===== src/rtl/tdt_dmi_gated_clk_ctrl.sv =====
// Multi-channel clock-gating controller: per-channel OFF/ON/HOLD FSM with a
// programmable hold tail, one clock gate per channel, and activity status.
module tdt_dmi_gated_clk_ctrl #(
  parameter int unsigned CH_NUM = 4,
  parameter int unsigned HOLD_W = 4
) (
  input  logic              clk_in,
  input  logic              rst,
  input  logic              module_en,
  input  logic [CH_NUM-1:0] local_en,
  input  logic [CH_NUM-1:0] external_en,
  input  logic              force_on,
  input  logic [HOLD_W-1:0] hold_cfg,
  input  logic              pad_yy_icg_scan_en,
  output logic [CH_NUM-1:0] clk_out,
  output logic [CH_NUM-1:0] ch_on,
  output logic              all_idle
);

  typedef enum logic [1:0] {
    ST_OFF  = 2'd0,
    ST_ON   = 2'd1,
    ST_HOLD = 2'd2
  } state_e;

  state_e            state_q [CH_NUM];
  state_e            state_d [CH_NUM];
  logic [HOLD_W-1:0] cnt_q   [CH_NUM];
  logic [HOLD_W-1:0] cnt_d   [CH_NUM];
  logic [CH_NUM-1:0] en_q, en_d;
  logic              all_idle_q, all_idle_d;
  logic [CH_NUM-1:0] req_c;
  logic [CH_NUM-1:0] pre_en_c;

  assign req_c = local_en | external_en | {CH_NUM{module_en | force_on}};

  // Next-state, hold counter and gate enable for every channel
  always_comb begin
    en_d = '0;
    for (int i = 0; i < int'(CH_NUM); i++) begin
      state_d[i] = state_q[i];
      cnt_d[i]   = cnt_q[i];
      case (state_q[i])
        ST_OFF: begin
          if (req_c[i]) state_d[i] = ST_ON;
        end
        ST_ON: begin
          if (!req_c[i]) begin
            if (hold_cfg == '0) begin
              state_d[i] = ST_OFF;
            end else begin
              state_d[i] = ST_HOLD;
              cnt_d[i]   = hold_cfg - HOLD_W'(1);
            end
          end
        end
        ST_HOLD: begin
          if (req_c[i]) begin
            state_d[i] = ST_ON;
          end else if (cnt_q[i] == '0) begin
            state_d[i] = ST_OFF;
          end else begin
            cnt_d[i] = cnt_q[i] - HOLD_W'(1);
          end
        end
        default: state_d[i] = ST_OFF;
      endcase
      en_d[i] = (state_d[i] != ST_OFF);
    end
    all_idle_d = ~|en_d;
  end

  always_ff @(posedge clk_in) begin
    if (rst) begin
      for (int i = 0; i < int'(CH_NUM); i++) begin
        state_q[i] <= ST_OFF;
        cnt_q[i]   <= '0;
      end
      en_q       <= '0;
      all_idle_q <= 1'b1;
    end else begin
      for (int i = 0; i < int'(CH_NUM); i++) begin
        state_q[i] <= state_d[i];
        cnt_q[i]   <= cnt_d[i];
      end
      en_q       <= en_d;
      all_idle_q <= all_idle_d;
    end
  end

  assign ch_on    = en_q;
  assign all_idle = all_idle_q;

  // Scan enable bypasses the FSM and goes straight into the gate
  assign pre_en_c = en_q | {CH_NUM{pad_yy_icg_scan_en}};

  for (genvar g = 0; g < int'(CH_NUM); g++) begin : g_gate
`ifdef TDT_DMI_GATED_CELL
    tdt_dmi_gated_cell u_cell (
      .clk_in      (clk_in),
      .external_en (pre_en_c[g]),
      .SE          (pad_yy_icg_scan_en),
      .clk_out     (clk_out[g])
    );
`else
    logic lat_en;
    // Latch is transparent only in the low phase, so the AND cannot glitch
    always_latch begin
      if (!clk_in) lat_en = pre_en_c[g];
    end
    assign clk_out[g] = clk_in & lat_en;
`endif
  end

endmodule


===== config.mk =====
export PLATFORM = sky130hd
export DESIGN_NAME = tdt_dmi_gated_clk_ctrl
export DESIGN_NICKNAME = d
export VERILOG_FILES = /design/src/rtl/tdt_dmi_gated_clk_ctrl.sv
export SDC_FILE = /design/constraint.sdc
export NUM_CORES = 1
export LEC_CHECK = 0
export CELL_PAD_IN_SITES_DETAIL_PLACEMENT = 0
export CELL_PAD_IN_SITES_GLOBAL_PLACEMENT = 1
export CORE_MARGIN = 4
export CORE_UTILIZATION = 28
export DETAILED_ROUTE_END_ITERATION = 8
export GPL_TIMING_DRIVEN = 0
export MAX_ROUTING_LAYER = met4
export PLACE_DENSITY = 0.65
export SYNTH_ARGS = -nofsm -noshare
export SYNTH_HDL_FRONTEND = slang
export SYNTH_SLANG_ARGS = --single-unit
export TNS_END_PERCENT = 1

===== constraint.sdc =====
create_clock -name clk_in -period 2.12 [get_ports clk_in]
set_input_delay 0.53 -clock clk_in [delete_from_list [all_inputs] [get_ports clk_in]]
set_output_delay 0.53 -clock clk_in [all_outputs]
set_load 0.02 [all_outputs]

==> results by group <==
Floorplan
  • Die ar.: 7704 um2
  • Site Rows: 28
  • CORE AREA: 6061 um2
  • Die W: 87.77 um
  • Die Y: 87.77 um
  • IO Count: 26
  • Initial core utilization: 29.40%

Timing
  • Skew final: 0.002645 ns
  • Final Setup Violations: 8
  • Final slew viol count: 0
  • Final hold vios: 0
  • Worst Tran Pin Value: 0.6027 ns
  • Worst Slack Setup Final: -0.4950 ns
  • RSZ-0062 raised after global routing: true
  • Rel. slew slack: 59.82%

Final layout
  • Area growth syn-to-layout: 27.74%
  • Reg area: 640.6 um2
  • Area of the multi-input gates: 1086 um2
  • Final core utilization: 37.55%
  • NumNets Final: 267
  • Ant diodes: 0
  • Fill count: 627
  • Layout cell share with drive strength beyond 1: 17.48%

Route
  • WL/cell: 14.52 um
  • Final ANT Viol Nets: 0
  • Vias/cell: 5.072
  • DR vias: 1628
  • Initial drt markers: 107
  • Residual DRC: 0
  • Total Wirelength: 4.662 mm
  • Drt first pass iters: 4

Place
  • HPWL Detailed: 3.322 mm
  • Port bufs: 23
  • GPL Wtd Cong: 0.7563
  • Pre-CTS setup slack: -0.7181 ns

Min path
  • Hold Crit Class: register to register

Synthesis
  • Register bit total from synthesis: 33
  • Syn. warnings: 0
  • Synth cell types: 44
  • Most common cell in the netlist: dfxtp_1
  • Syn Nets: 233
  • Top cells by count, synth: 29 x dfxtp_1, 19 x nor2_1, 16 x a21oi_1
  • Syn_area_per_cell: 8.484 um2
  • Synth top area share: 32.58%
  • Synth async-reset ratio: 0%
  • Post-synth EDFFs: 0
  • Synth area leaders: dfxtp_1 33%, a21oi_1 4.5%, ha_1 4.2%
  • Cell Area, Synth: 1782 um2
  • Top_reg_cell synth: dfxtp_1
  • Area leader, netlist: dfxtp_1
  • Syn Inst Count: 210

GRT
  • GRT Util Overall: 14.22%
  • Total gr overflow: 0
  • Vias in the first global route: 1648
  • Pin count of the biggest net entering global routing: 11
  • Initial antenna violation count: 0
  • First-pass GRT wire length: 7.983 mm

Setup path
  • Crit path DAT: 2.09 ns
  • Critical path class: latch to primary output
  • Startpoint Class: latch
  • CP Max Fanout: 1
  • Data required, critical path: 1.59 ns
  • CP endpoint kind: primary output

Outcome
  • Status: complete, but fails checks
  • Violated checks: setup timing

Power and ir drop
  • Power Density: 796.5 nW/um2
  • Leak: 0.0008211 uW
  • Maximum vdd ir drop: 676.5 uV

Clocking
  • Worst-Skew Late Latency: 0.38 ns
  • Post-CTS Setup Bufs: 0
  • TritonCTS clock tree: done
  • Clock Pin Slew Worst Setup and Hold Paths: 0.07 ns

Job
  • Number of max-cap violations: 0
## final cells by class
class / instances / share of cell area [%]
multi-input combinational: 156 / 47.72
sequential: 33 / 28.15
timing repair buffer: 19 / 8.301
clock buffer: 15 / 7.752
tap: 75 / 4.123
inverter: 12 / 1.979
buffer: 9 / 1.539
clock inverter: 2 / 0.4398
## through the flow
stage          cell area, um2  instances  TNS (ns)  total power [uW]  hold WS, ns
2_1_floorplan            1792        210  -0.01180             919.9       0.4540
3_3_place_gp             2116        308    -16.87              1108       0.4828
3_5_place_dp             2116        308    -17.11              1107       0.4870
4_1_cts                  2273        321    -2.033              1838       0.4975
5_1_grt                  2276        321    -2.295              1901       0.5153
6_report                 2276        321    -1.977              1813       0.4922
## path summary, 6_finish.rpt
kind	from	end	slack (ns)	depth (start not counted)
hold / removal	cnt_q[0][1]	cnt_q[0][1]	0.49	2
setup reg to reg	cnt_q[0][0]	cnt_q[0][3]	0.48	6
setup / recovery	g_gate[2].lat_en	clk_out[2]	-0.50	2
hold reg to reg	cnt_q[0][1]	cnt_q[0][1]	0.49	2
## routing by layer
metal  share of wire (%)  global-route usage, %  wire length, um
met5                   0                      -                0
met3                 5.8                  4.892              272
met1                  52                  19.10             2401
met2                  42                  18.97             1961
met4                0.58                  6.416               27
## state kept, by name, summed over array words and instances, names as in the netlist
signal and cells:
cnt_q 16, state_q 8, ch_on 4, g_gate.lat_en 4, all_idle 1
## report_power, final
part | internal (uW) | switching (uW) | leakage (uW)
Combinational | 83.7 | 107 | 0.000433
Clock | 584 | 411 | 0.000118
Sequential | 616 | 10.4 | 0.000271
## worst max-delay path, cell delays in order (launching register included)
cell and delay (ns):
dlxtn_1 0.39, and2_4 0.13, buf_6 0.10
## kinds of logic (layout without fill, tap and decap cells)
logic type,after synthesis,count (layout),share of synthesized area [%]
and+or+nand+nor,88,88,30.27
buffers and inverters,21,57,4.494
muxes,3,3,1.685
DFF,29,29,32.58
xor gates and xnor gates,1,1,0.4917
adders and majority gates,6,6,4.213
latches,4,4,3.371
AOI/OAI and AO/OA,58,58,22.89
## cell usage in the layout (no fill, tap or decap), types with 5 or more instances in the layout
cell | synthesis | final
nand2_1 | 12 | 12
clkbuf_1 | 8 | 10
inv_1 | 12 | 11
o21ai_0 | 6 | 6
o32ai_1 | 5 | 5
clkdlybuf4s50_1 | 0 | 18
dfxtp_1 | 29 | 29
a21oi_1 | 16 | 16
nor3_1 | 10 | 10
nor2_1 | 19 | 18
clkbuf_8 | 0 | 9
nand2b_1 | 12 | 12
ha_1 | 6 | 6
nor3b_1 | 8 | 8
## repair_timing
item | CTS | global route
hold buffers | 0 | 0
gates resized for setup | 28 | 1
endpoints found under the setup margin | 32 | 17
pin swaps | 3 | 1
Power figures use the tool's default switching activity.
